### src/rtl/seg7_pkg.sv
// Shared constants, segment decode and parameter legality helpers for the
// multiplexed seven-segment scan driver.
package seg7_pkg;

  localparam logic [6:0] SEG_0    = 7'h3F;
  localparam logic [6:0] SEG_1    = 7'h06;
  localparam logic [6:0] SEG_2    = 7'h5B;
  localparam logic [6:0] SEG_3    = 7'h4F;
  localparam logic [6:0] SEG_4    = 7'h66;
  localparam logic [6:0] SEG_5    = 7'h6D;
  localparam logic [6:0] SEG_6    = 7'h7D;
  localparam logic [6:0] SEG_7    = 7'h07;
  localparam logic [6:0] SEG_8    = 7'h7F;
  localparam logic [6:0] SEG_9    = 7'h6F;
  localparam logic [6:0] SEG_DASH = 7'h40;
  localparam logic [6:0] SEG_OFF  = 7'h00;

  localparam int NUM_DIGITS_MIN  = 1;
  localparam int NUM_DIGITS_MAX  = 8;
  localparam int REFRESH_DIV_MIN = 2;

  // Segment bit 0 is 'a', bit 6 is 'g'; codes above 9 show a dash.
  function automatic logic [6:0] bcd_to_seg(input logic [3:0] code);
    logic [6:0] seg;
    case (code)
      4'd0:    seg = SEG_0;
      4'd1:    seg = SEG_1;
      4'd2:    seg = SEG_2;
      4'd3:    seg = SEG_3;
      4'd4:    seg = SEG_4;
      4'd5:    seg = SEG_5;
      4'd6:    seg = SEG_6;
      4'd7:    seg = SEG_7;
      4'd8:    seg = SEG_8;
      4'd9:    seg = SEG_9;
      default: seg = SEG_DASH;
    endcase
    return seg;
  endfunction

  function automatic bit seg7_params_ok(input int numDigits, input int refreshDiv);
    return (numDigits >= NUM_DIGITS_MIN) && (numDigits <= NUM_DIGITS_MAX) &&
           (refreshDiv >= REFRESH_DIV_MIN);
  endfunction

endpackage

### src/rtl/seg7_decode.sv
// Combinational digit decoder: one BCD code plus a blank request to the
// seven active-high segment drives.
module seg7_decode
  import seg7_pkg::*;
(
  input  logic [3:0] code_i,
  input  logic       blank_i,
  output logic [6:0] seg_o
);

  assign seg_o = blank_i ? SEG_OFF : bcd_to_seg(code_i);

endmodule

### src/rtl/seg7_scan_mux.sv
// Time-multiplexed seven-segment driver: prescaled digit scan with
// double-buffered BCD loads that only take effect at frame boundaries.
module seg7_scan_mux
  import seg7_pkg::*;
#(
  parameter int NUM_DIGITS  = 4,
  parameter int REFRESH_DIV = 1000
) (
  input  logic                    clk_in,
  input  logic                    reset_in,
  input  logic                    enable_in,
  input  logic [4*NUM_DIGITS-1:0] bcd_in,
  input  logic                    load_in,
  input  logic                    blank_lz_in,
  output logic [6:0]              seg_out,
  output logic [NUM_DIGITS-1:0]   digit_sel_out,
  output logic                    frame_done_out
);

  localparam int BW = 4 * NUM_DIGITS;
  localparam int PW = $clog2(REFRESH_DIV);
  localparam int IW = (NUM_DIGITS > 1) ? $clog2(NUM_DIGITS) : 1;
  localparam logic [PW-1:0] PRESC_LAST = PW'(REFRESH_DIV - 1);
  localparam logic [IW-1:0] IDX_LAST   = IW'(NUM_DIGITS - 1);

  generate
    if (!seg7_params_ok(NUM_DIGITS, REFRESH_DIV)) begin : g_bad_params
      $error("seg7_scan_mux: NUM_DIGITS must be 1..8 and REFRESH_DIV >= 2");
    end
  endgenerate

  logic [PW-1:0]         presc_q, presc_d;
  logic [IW-1:0]         idx_q, idx_d;
  logic [BW-1:0]         stage_q, stage_d;
  logic [BW-1:0]         snap_q, snap_d;
  logic                  pending_q, pending_d;
  logic [6:0]            seg_q, seg_d;
  logic [NUM_DIGITS-1:0] sel_q, sel_d;
  logic                  frameDone_q, frameDone_d;

  logic       tick;
  logic       boundary;
  logic [3:0] selCode;
  logic       selBlank;
  logic       zeroRun;
  logic [6:0] decSeg;

  assign tick     = enable_in && (presc_q == PRESC_LAST);
  assign boundary = tick && (idx_q == IDX_LAST);

  always_comb begin
    presc_d = presc_q;
    idx_d   = idx_q;
    if (tick) begin
      presc_d = '0;
      idx_d   = (idx_q == IDX_LAST) ? '0 : idx_q + 1'b1;
    end else if (enable_in) begin
      presc_d = presc_q + 1'b1;
    end
  end

  // Loads land in stage mid-frame; snap only changes on a frame boundary so
  // a digit never shows a mix of old and new values within one frame.
  always_comb begin
    stage_d   = stage_q;
    snap_d    = snap_q;
    pending_d = pending_q;
    if (load_in && boundary) begin
      snap_d    = bcd_in;
      pending_d = 1'b0;
    end else if (boundary && pending_q) begin
      snap_d    = stage_q;
      pending_d = 1'b0;
    end else if (load_in) begin
      stage_d   = bcd_in;
      pending_d = 1'b1;
    end
  end

  // Scan from the top digit down; a digit is a leading zero while every
  // digit at or above it is zero. Digit 0 always stays lit.
  always_comb begin
    selCode  = '0;
    selBlank = 1'b0;
    zeroRun  = 1'b1;
    for (int i = NUM_DIGITS - 1; i >= 0; i--) begin
      zeroRun = zeroRun && (snap_q[4*i +: 4] == 4'd0);
      if (idx_q == IW'(i)) begin
        selCode  = snap_q[4*i +: 4];
        selBlank = blank_lz_in && zeroRun && (i > 0);
      end
    end
  end

  seg7_decode u_decode (
    .code_i  (selCode),
    .blank_i (selBlank),
    .seg_o   (decSeg)
  );

  always_comb begin
    seg_d       = SEG_OFF;
    sel_d       = '0;
    frameDone_d = boundary;
    if (enable_in) begin
      seg_d = decSeg;
      sel_d = NUM_DIGITS'(1) << idx_q;
    end
  end

  always_ff @(posedge clk_in) begin
    if (reset_in) begin
      presc_q     <= '0;
      idx_q       <= '0;
      stage_q     <= '0;
      snap_q      <= '0;
      pending_q   <= 1'b0;
      seg_q       <= '0;
      sel_q       <= '0;
      frameDone_q <= 1'b0;
    end else begin
      presc_q     <= presc_d;
      idx_q       <= idx_d;
      stage_q     <= stage_d;
      snap_q      <= snap_d;
      pending_q   <= pending_d;
      seg_q       <= seg_d;
      sel_q       <= sel_d;
      frameDone_q <= frameDone_d;
    end
  end

  assign seg_out        = seg_q;
  assign digit_sel_out  = sel_q;
  assign frame_done_out = frameDone_q;

endmodule

### config.mk
export PLATFORM = sky130hd
export DESIGN_NAME = seg7_scan_mux
export DESIGN_NICKNAME = d
export VERILOG_FILES = /design/src/rtl/seg7_pkg.sv /design/src/rtl/seg7_decode.sv /design/src/rtl/seg7_scan_mux.sv
export SDC_FILE = /design/constraint.sdc
export NUM_CORES = 1
export LEC_CHECK = 0
export ABC_AREA = 1
export BUFFER_PORTS_ARGS = -buffer_cell sky130_fd_sc_hd__clkbuf_2
export CAP_MARGIN = 20
export CORE_UTILIZATION = 40
export CTS_CLUSTER_SIZE = 28
export DETAILED_ROUTE_END_ITERATION = 10
export PLACE_DENSITY = 0.61
export SETUP_SLACK_MARGIN = 0.1
export SLEW_MARGIN = 40
export SYNTH_ARGS = -nofsm -noshare
export SYNTH_HDL_FRONTEND = slang
export SYNTH_SLANG_ARGS = --single-unit
### constraint.sdc
create_clock -name clk_in -period 2.3 [get_ports clk_in]
set_clock_uncertainty 0.05 [all_clocks]
set_input_delay 0.575 -clock clk_in [delete_from_list [all_inputs] [get_ports clk_in]]
set_output_delay 0.575 -clock clk_in [all_outputs]
set_load 0.02 [all_outputs]
# [Yosys cells after proc, flatten, opt, wreduce, memory -nomap -nowiden]
# Memory sizes are Yosys's and may differ from the RTL's. A register that Yosys moved wholly into a read port is not among the register bits.
# Cells that the tools add are included.
[classes] n_bitwise=3 reduce_logical=19 shifts=1 n_mux=11 n_addsub=2 eq_ne=4
[ops] cell="16-bit 2-to-1 mux" n=2
[ops] cell="4-bit 2-to-1 mux" n=4
[ops] cell="4-bit zero test" n=3
[ops] cell="10-bit by 1-bit adder with 10-bit output, second input constant" n=1
[ops] cell="10-bit equality test, second input constant" n=1
[ops] cell="1-bit logical AND" n=9
[ops] cell="3-bit OR reduction" n=2
[ops] cell="2-bit equality test, second input constant" n=2
[ops] cell="1-bit 2-to-1 mux" n=4
[ops] cell="2-bit OR reduction" n=2
[ops] cell="1-bit by 2-bit << shifter with 4-bit output, first input constant" n=1
[ops] cell="1-bit NOT" n=3
[ops] cell="3-bit AND reduction" n=1
[ops] cell="2-bit by 1-bit adder with 2-bit output, second input constant" n=1
[ops] cell="2-bit by 1-bit equality test with 1-bit output, second input constant" n=1
[ops] cell="2-bit zero test" n=1
[ops] cell="2-bit 2-to-1 mux" n=1
[ops] cell="2-bit nonzero test" n=1
[totals] out_inout_bits=12 romBits=112 inputBits=21 n_memories=1 ff_bits=50
[memory_table] name="(name not given)" words=16 width=7 rd=1 rd_clocked_by_memory_dff=1 write_ports=0 line="seg7_pkg.sv:25" source="case (code)"

# [Longest topological paths before layout]
# Gate-level depths: netlist of the first run.
[depth] depth_word=7 ltp_mapped=13 ltp_nobuf=13

# [Modules after synthesis]
# A second synthesis of the first run with hierarchy kept.
[unflattened] hier_cells=408 area_unflattened_um2=2916.5
[by_module_without_submodules] module="seg7_scan_mux" area_per_inst_um2=2685.1 n_inst=1 seq_area_each_um2=1141.1 cells_per_inst=366
[by_module_without_submodules] module="seg7_decode" area_per_inst_um2=231.5 n_inst=1 seq_area_each_um2=0.0 cells_per_inst=42

# [Worst setup path before layout of the first run]
# OpenSTA, ideal clock, no wires.
[synth_path] kind="register to register" startpoint="register idx_q[1]" endpoint="register seg_q[3], in the netlist seg_out[3]" synth_period_minus_slack_ns=2.185 path_slack_ns=0.115 required_ns=2.180 arrival_ns=2.065 path_stages_with_launch=14 n_path_buf=1 path_cell_list="dfxtp_1 > inv_1 > ha_1 > buf_2 > a21oi_1 > nand2_1 > a21boi_0 > inv_1 > ha_1 > inv_1 > nand3_1 > nand2_1 > nand2_1 > a21oi_1"
[synth_between] elab_chain_cells=6
[synth_lines] element="start: declaration" line="seg7_scan_mux.sv:33" source="logic [IW-1:0] idx_q, idx_d;"
[synth_lines] element="start signal: assignment" line="seg7_scan_mux.sv:123" source="idx_q <= idx_d;"
[synth_lines] element="2-bit equality test" line="seg7_scan_mux.sv:88" source="if (idx_q == IW'(i)) begin"
[synth_lines] element="1-bit 2-to-1 mux (4 in series)" line="seg7_scan_mux.sv:88"
[synth_lines] element="3-bit OR reduction (no line)"
[synth_lines] element="end: declaration" line="seg7_scan_mux.sv:37" source="logic [6:0] seg_q, seg_d;"
# Several ways; a longest one is shown, not always the timed one.
# A chain may end at the register's enable or synchronous reset.

# [Final worst setup path of the first run]
[layout_path] startpoint="register idx_q[0]" endpoint="register seg_q[3], in the netlist seg_out[3]"
# Same word-level chain as after synthesis.

==> results of run 1 <==
==> placed cells by master, fill, tap and decap left out, drive strengths merged <==
cell type / instances
or2: 1
dfxtp: 57
o21a: 1
nand3: 30
nand2: 145
a31oi: 1
xor2: 3
a21boi: 2
clkbuf: 44
a21oi: 52
nor4: 1
buf: 4
and3: 1
bufinv: 1
o21ai: 4
nor3: 7
ha: 11
nand4: 4
clkinv: 4
nor2: 44
inv: 68
==> area by class of cell <==
type / instances / area [um^2] / area share [%]
inverter: 70 / 264 / 7.55
multi-input combinational: 307 / 1570 / 44.8
clock inverter: 3 / 40.0 / 1.14
tap: 99 / 124 / 3.54
timing repair buffer: 36 / 203 / 5.79
sequential: 57 / 1150 / 32.8
clock buffer: 12 / 155 / 4.43
==> through the flow <==
step / hold WS [ns] / power (mW) / std cells
after global placement: 0.410 / 1.21 / 569
after floorplan: 0.402 / 1.17 / 451
final: 0.392 / 2.12 / 584
after global routing: 0.395 / 2.23 / 584
after CTS: 0.381 / 2.15 / 584
after detailed placement: 0.419 / 1.21 / 569
==> worst register-to-register path, cell delays in order, from the launching register on <==
cell and delay [ns]:
dfxtp_4 0.37, inv_1 0.18, ha_2 0.30, a21oi_1 0.06, a21boi_1 0.17, buf_4 0.17
inv_1 0.07, ha_1 0.19, inv_1 0.05, nand3_1 0.09, nand2_1 0.08, nand2_1 0.04
a21oi_1 0.13
==> power breakdown <==
part	switching (mW)	total, mW	internal [mW]	leakage [nW]
sequential	0.0132	1.03	1.02	0.467
combinational	0.0949	0.157	0.0617	1.26
clock	0.380	0.930	0.550	0.102
==> sequential cells by signal, indices dropped and copies added, names as in the netlist <==
signal          cells
digit_sel_out       4
frame_done_out      1
idx_q               2
pending_q           1
presc_q            10
seg_out             7
snap_q             16
stage_q            16
==> cells by family (layout without fill, tap and decap cells) <==
logic type                 Yosys count  count (layout)  share of synthesized area (%)
AOI/OAI and AO/OA                   60              60                           11.3
buffers and inverters               87             121                           12.9
xor gates and xnor gates             3               3                          0.858
and+or+nand+nor                    233             233                           33.2
DFF                                 57              57                           37.2
adders and majority gates           11              11                           4.49
==> worst min path at each step <==
stage | start | to | depth (start not counted)
after floorplan | stage_q[0]$_SDFFE_PP0P_ | stage_q[0]$_SDFFE_PP0P_ | 2
after global placement | stage_q[13]$_SDFFE_PP0P_ | stage_q[13]$_SDFFE_PP0P_ | 2
after detailed placement | stage_q[1]$_SDFFE_PP0P_ | stage_q[1]$_SDFFE_PP0P_ | 2
after CTS | reset_in | frame_done_out$_SDFF_PP0_ | 2
after global routing | reset_in | frame_done_out$_SDFF_PP0_ | 2
final | reset_in | frame_done_out$_SDFF_PP0_ | 2
==> per-layer routing <==
metal,track usage [%],vias up
met5,0,-
met2,23.1,52
met3,3.79,8
met4,7.65,0
met1,23.2,1172
li1,-,1452
==> repair_timing <==
action	4_1_cts	5_1_grt
pin swaps	0	0
buffers inserted	0	0
endpoints found under the setup margin	2	6
gates resized for setup	1	10
==> flow_summary.ini, run 1 <==
[routing]
highest_layer = met4
wl_mm = 5.94
drcViolationCount = 0
drt_iter0_drc = 121
vias = 2684
routed_via_density = 4.60
met2_length_mm = 2.49
wl_met1_mm = 3.13
dr_wl_met3_um = 248
drtAntennaViolNets = 0
dr.pass1.iters = 4
avgRoutedWirePerCell_um = 10.2

[placement]
post-place-ws_ns = 0.0793
port_buffers = 32
place_area_mm2 = 0.00326
hpwl_mm = 4.22
gp_congestion = 0.854

[logic_synthesis]
synth_area_mm2 = 0.00306
synth-edff-count = 0
synth_top_cells_by_count = nand2_1, inv_1, dfxtp_1
synth.area.top_cells = dfxtp_1, nand2_1, inv_1, a21oi_1, nor2_1
yosysWarningCount = 0
ys_seq_area_share_pct = 37.2
synthFlopType = dfxtp_1
synth.distinct_cells = 34
synth.most_common_cell = nand2_1
syn_inst = 451
synth_top_area_cell = dfxtp_1
ys_ff_latch = 57
syn_area_per_cell_um2 = 6.79
syn-num-nets = 483
synthArstFlopShare_pct = 0
synth_top_area_share_pct = 37.2

[clock_network]
cts_buffers = 9
clock-root-buffer = clkbuf_8
clock_sinks = 57
cts_max_level = 3
clk_pin_slew_worst_paths_ns = 0.07
clock_latency_ns = 0.33
cts_tree = done
cts.path.max_buffers = 2
hold_buffers = 0

[setup_path]
r2r_end = seg_out[3]$_SDFF_PP0_
path_class = flop to flop
worstSetupEndpoint = seg_out[3]$_SDFF_PP0_
crit_family = adder cells
worst_setup_path_start_kind = flop
max_stage_delay_ns = 0.37
cp_common_cell = inv_1
cpMaxStageDelayCell = dfxtp_4
r2r_slack_ns = 0.30
reg2reg_from = idx_q[0]$_SDFFE_PP0P_
crit_path_end_kind = flop
worst-path-buf-inv = 4
arrival_ns = 2.21
path_cells = inv_1 -> ha_2 -> a21oi_1 -> a21boi_1 -> buf_4 -> inv_1 -> ha_1 -> inv_1 -> nand3_1 -> nand2_1 -> nand2_1 -> a21oi_1
r2r_cells = 12
crit_fanout = 8
crit_start = idx_q[0]$_SDFFE_PP0P_
critPathRequiredTime_ns = 2.51
crit_cells = 12

[cells_and_area]
diodes = 0
design_area_mm2 = 0.00350
drive_above_1_share_pct = 16.3
syn_to_final_growth_pct = 14.2
postLayoutCoreUtil_pct = 47.7
final_nets = 513
fillers = 764

[grt]
antenna_found_initial = 0
grtUsageTotal_pct = 16.3
grt_max_degree = 49
grt_pass1_wl_mm = 10.0
grt_overflow = 0
grt_pass1_vias = 2190

[sta]
finalCritPeriodShare_pct = 87.0
layout_setup_ws_ns = 0.299
slew_viol_final = 0
rsz0062_at_grt = false
slew_headroom_pct = 61.4
finalHoldViolations = 0
worst_slew_pin_slew_ns = 0.572
fin_setup_tns_ns = 0
fmax_mhz = 500
fin_crit_ns = 2.00
setup_viol = 0

[pwr]
p_leak_nw = 1.83
ir_drop_mv = 0.260
p_per_area_mw_per_mm2 = 605

[floorplanning]
fp.dieArea_mm2 = 0.00801
io_pins = 33
core_mm2 = 0.00733
die_h_um = 89.5
rows = 31
dieWidth_um = 89.5
start_util_pct = 41.8

[outcome]
status = completed

[job]
cap_violations = 0

[min_path]
holdCritPathClass = input pin to flop
(Power assumes the default switching activity.)
==> run 2, diff against run 1 <==
--- a/config.mk
+++ b/config.mk
@@ -8,7 +8,9 @@
 export ABC_AREA = 1
 export BUFFER_PORTS_ARGS = -buffer_cell sky130_fd_sc_hd__clkbuf_2
 export CAP_MARGIN = 20
+export CORE_MARGIN = 2
 export CORE_UTILIZATION = 40
+export CTS_CLUSTER_DIAMETER = 150
 export CTS_CLUSTER_SIZE = 28
 export DETAILED_ROUTE_END_ITERATION = 10
 export PLACE_DENSITY = 0.61
==> flow_summary.ini, run 2 (synthesis gave the netlist of run 1 again) <==
[sta]
fin_setup_tns_ns = 0
rsz0062_at_grt = false
finalCritPeriodShare_pct = 87.5
finalHoldViolations = 0
slew_viol_final = 0
slew_headroom_pct = 60.4
layout_setup_ws_ns = 0.287
fin_crit_ns = 2.01
setup_viol = 0
whs_ns = 0.380
fmax_mhz = 497
worst_slew_pin_slew_ns = 0.587

[clock_network]
cts_tree = done
clock-root-buffer = clkbuf_8
post_cts.repair.setup_buffers = 0
clk_pin_slew_worst_paths_ns = 0.07
cts_max_level = 3
clock_latency_ns = 0.34
cts_buffers = 9
hold_buffers = 0
clock_sinks = 57
cts.path.max_buffers = 2

[setup_path]
crit_fanout = 8
arrival_ns = 2.23
path_class = flop to flop
worst_setup_path_start_kind = flop
critPathRequiredTime_ns = 2.52
crit_path_end_kind = flop

[routing]
vias = 2613
wl_mm = 6.23
drt_iter0_drc = 170
drcViolationCount = 0
wl_met1_mm = 3.20
drtAntennaViolNets = 0
met2_length_mm = 2.68
dr.pass1.iters = 4
avgRoutedWirePerCell_um = 10.7
routed_via_density = 4.47
highest_layer = met4
dr_wl_met3_um = 290

[cells_and_area]
final_nets = 513
syn_to_final_growth_pct = 13.6
final_cells = 584
top_regs = snap_q: 16 flops, stage_q: 16 flops, presc_q: 10 flops
layout_common_cells = nand2_1, inv_1, dfxtp_1, a21oi_1, nor2_1
postLayoutCoreUtil_pct = 47.5
drive_above_1_share_pct = 16.7
diodes = 0
final_common_cell = nand2_1
design_area_mm2 = 0.00348

[min_path]
holdCritPathClass = input pin to flop

[placement]
gp_congestion = 0.838
port_buffers = 32
hpwl_mm = 4.40
dp_cells = 569
post-place-ws_ns = -0.00997
place_area_mm2 = 0.00325

[floorplanning]
core_mm2 = 0.00733
rows = 31
io_pins = 33
die_h_um = 91.5
start_util_pct = 41.8
dieWidth_um = 91.5
fp.dieArea_mm2 = 0.00838

[grt]
grt_overflow = 0
grt_max_degree = 50
grtUsageTotal_pct = 15.9
grt_pass1_vias = 2321
grt_pass1_wl_mm = 10.7
antenna_found_initial = 0

[pwr]
p_leak_nw = 1.82
netSwitchingPower_uw = 519
clkPwrFrac_pct = 44.0
swShare_pct = 24.5
power_mw = 2.12
ir_drop_mv = 0.298
p_int_mw = 1.60
pwr-share-comb_pct = 7.3
power_frac_seq_pct = 48.7
p_per_area_mw_per_mm2 = 608

[outcome]
status = completed

[job]
cap_violations = 0
## run 2: worst paths after layout
check	slack, ns	cells past startpoint	start	endpoint
worst max-delay path	0.29	12	idx_q[1]$_SDFFE_PP0P_	seg_out[3]$_SDFF_PP0_
worst min-delay path	0.38	2	reset_in	frame_done_out$_SDFF_PP0_
worst max register to register	0.29	12	idx_q[1]$_SDFFE_PP0P_	seg_out[3]$_SDFF_PP0_
worst min register to register	0.43	2	stage_q[0]$_SDFFE_PP0P_	stage_q[0]$_SDFFE_PP0P_
## run 2: worst max-delay path, cell delays in order, from the launching register on
cell      delay (ns)
dfxtp_2         0.36
inv_1           0.17
ha_2            0.30
a21oi_1         0.06
a21boi_1        0.18
buf_4           0.17
inv_1           0.06
ha_1            0.19
inv_1           0.05
nand3_1         0.09
nand2_1         0.08
nand2_1         0.05
a21oi_1         0.13
## run 2: final cells by class
type | count | area [um^2]
Clock inverter | 5 | 56.3
Clock buffer | 10 | 138
Timing Repair Buffer | 36 | 190
Tap cell | 99 | 124
Sequential cell | 57 | 1140
Inverter | 70 | 264
Multi-Input combinational cell | 307 | 1570
Fill cell | 759 | 3850
## run 2: power groups by stage
| stage | Clock (mW) | Sequential [mW] | Combinational, mW |
|---|---|---|---|
| 6_report | 0.931 | 1.03 | 0.154 |
| 5_1_grt | 1.01 | 1.03 | 0.180 |
| 4_1_cts | 0.963 | 1.03 | 0.157 |
| 3_5_place_dp | 0 | 1.05 | 0.156 |
| 3_3_place_gp | 0 | 1.05 | 0.154 |
| 2_1_floorplan | 0 | 1.06 | 0.106 |
## run 2: what timing repair did
action / CTS / global route
setup endpoints to repair: 5 / 6
cloned: 0 / 0
gates resized for setup: 2 / 9
## run 2: per-layer routing
layer,vias to the layer above,track usage (%)
li1,1453,-
met3,5,5.15
met5,-,0
met2,54,23.7
met4,0,5.68
met1,1101,21.6
==> run 3, diff against run 2 <==
--- a/config.mk
+++ b/config.mk
@@ -13,7 +13,9 @@
 export CTS_CLUSTER_DIAMETER = 150
 export CTS_CLUSTER_SIZE = 28
 export DETAILED_ROUTE_END_ITERATION = 10
+export HOLD_SLACK_MARGIN = 0.05
 export PLACE_DENSITY = 0.61
+export REMOVE_ABC_BUFFERS = 1
 export SETUP_SLACK_MARGIN = 0.1
 export SLEW_MARGIN = 40
 export SYNTH_ARGS = -nofsm -noshare
==> flow_summary.ini, run 3 (synthesis gave the netlist of run 1 again) <==
[outcome]
status = completed

[grt]
antenna_found_initial = 0
grt_overflow = 0
grt_pass1_wl_mm = 10.4
grtUsageTotal_pct = 15.4
grt_pass1_vias = 2364
grt_max_degree = 35

[sta]
worst_slew_pin_slew_ns = 0.589
finalCritPeriodShare_pct = 88.3
fin_setup_tns_ns = 0
finalHoldViolations = 0
fmax_mhz = 493
whs_ns = 0.391
slew_viol_final = 0
rsz0062_at_grt = false
slew_headroom_pct = 60.3
fin_crit_ns = 2.03
layout_setup_ws_ns = 0.270
setup_viol = 0

[setup_path]
arrival_ns = 2.24
path_cells = inv_2 -> ha_4 -> a21oi_1 -> nand2_1 -> a21boi_0 -> buf_4 -> inv_1 -> ha_1 -> inv_1 -> nand3_1 -> nand2_1 -> nand2_1 -> a21oi_1
cp_common_cell = nand2_1
path_class = flop to flop
worst_setup_path_start_kind = flop
cpMaxStageDelayCell = dfxtp_2
critPathRequiredTime_ns = 2.51
crit_path_end_kind = flop
max_stage_delay_ns = 0.41
crit_fanout = 6

[floorplanning]
start_util_pct = 41.8
die_h_um = 91.5
io_pins = 33
core_mm2 = 0.00733
fp.dieArea_mm2 = 0.00838
rows = 31
dieWidth_um = 91.5

[routing]
drcViolationCount = 0
routed_via_density = 4.62
avgRoutedWirePerCell_um = 10.4
vias = 2701
wl_mm = 6.09
dr.pass1.iters = 4
drtAntennaViolNets = 0
drt_iter0_drc = 66

[clock_network]
cts_tree = done
cts_buffers = 9
clock_sinks = 57
hold_buffers = 0
post_cts.repair.setup_buffers = 0
cts.path.max_buffers = 2
postCtsResizedCells = 3
cts_max_level = 3
clock_latency_ns = 0.34
clk_pin_slew_worst_paths_ns = 0.06
clock-root-buffer = clkbuf_8

[cells_and_area]
fillers = 756
drive_above_1_share_pct = 17.1
diodes = 0
top_regs = snap_q: 16 flops, stage_q: 16 flops, presc_q: 10 flops
final_common_cell = nand2_1
final_nets = 515
layout_common_cells = nand2_1, inv_1, dfxtp_1, a21oi_1, nor2_1
syn_to_final_growth_pct = 13.5

[placement]
hpwl_mm = 4.30
gp_congestion = 0.825
port_buffers = 32
post-place-ws_ns = 0.0200

[pwr]
p_leak_nw = 1.82
ir_drop_mv = 0.337
p_per_area_mw_per_mm2 = 597

[job]
cap_violations = 0

[min_path]
holdCritPathClass = input pin to flop
run 3: path summary, 6_finish.rpt:
path              slack [ns]  depth (start not counted)                   endpoint                startpoint
hold reg to reg         0.43                          2   stage_q[13]$_SDFFE_PP0P_  stage_q[13]$_SDFFE_PP0P_
setup / recovery        0.27                         13      seg_out[3]$_SDFF_PP0_     idx_q[0]$_SDFFE_PP0P_
hold / removal          0.39                          2  frame_done_out$_SDFF_PP0_                  reset_in
setup reg to reg        0.27                         13      seg_out[3]$_SDFF_PP0_     idx_q[0]$_SDFFE_PP0P_
run 3: stage by stage:
stage / utilization (%) / total power, mW / area, um^2 / instances
global route: 47.4 / 2.18 / 3480 / 585
global placement: 44.5 / 1.21 / 3260 / 571
floorplan: - / 1.15 / 2930 / 434
finish: 47.4 / 2.08 / 3480 / 585
detailed placement: 44.5 / 1.21 / 3260 / 571
CTS: 47.1 / 2.12 / 3450 / 585
run 3: critical path, delay by kind of cell, from the launching register on:
family | cells | cell delay (ns)
AO/OA/AOI/OAI | 3 | 0.45
adder cells (fa/ha/maj) | 2 | 0.38
buffers and inverters | 4 | 0.39
flip-flops | 1 | 0.41
AND/OR/NAND/NOR | 4 | 0.28
run 3: cell type report:
| class | count | area [um^2] | area share [%] |
|---|---|---|---|
| Clock buffer | 10 | 138 | 3.96 |
| Timing Repair Buffer | 38 | 205 | 5.90 |
| Inverter | 70 | 264 | 7.59 |
| Clock inverter | 4 | 45.0 | 1.29 |
| Multi-Input combinational cell | 307 | 1560 | 44.8 |
| Tap cell | 99 | 124 | 3.56 |
| Sequential cell | 57 | 1140 | 32.9 |
run 3: routing by layer:
metal  track usage, %  share of wire, %  vias up
met2             24.0                45       47
met1             20.1                50     1189
met3             4.23               3.3       12
met5                0                 0        -
li1                 -                 -     1453
met4             6.31               1.9        0
run 3: report_power, final:
| group | switching [mW] | internal [mW] | leakage (nW) |
|---|---|---|---|
| Clock | 0.379 | 0.511 | 0.0978 |
| Combinational | 0.0951 | 0.0616 | 1.26 |
| Sequential | 0.0138 | 1.02 | 0.467 |
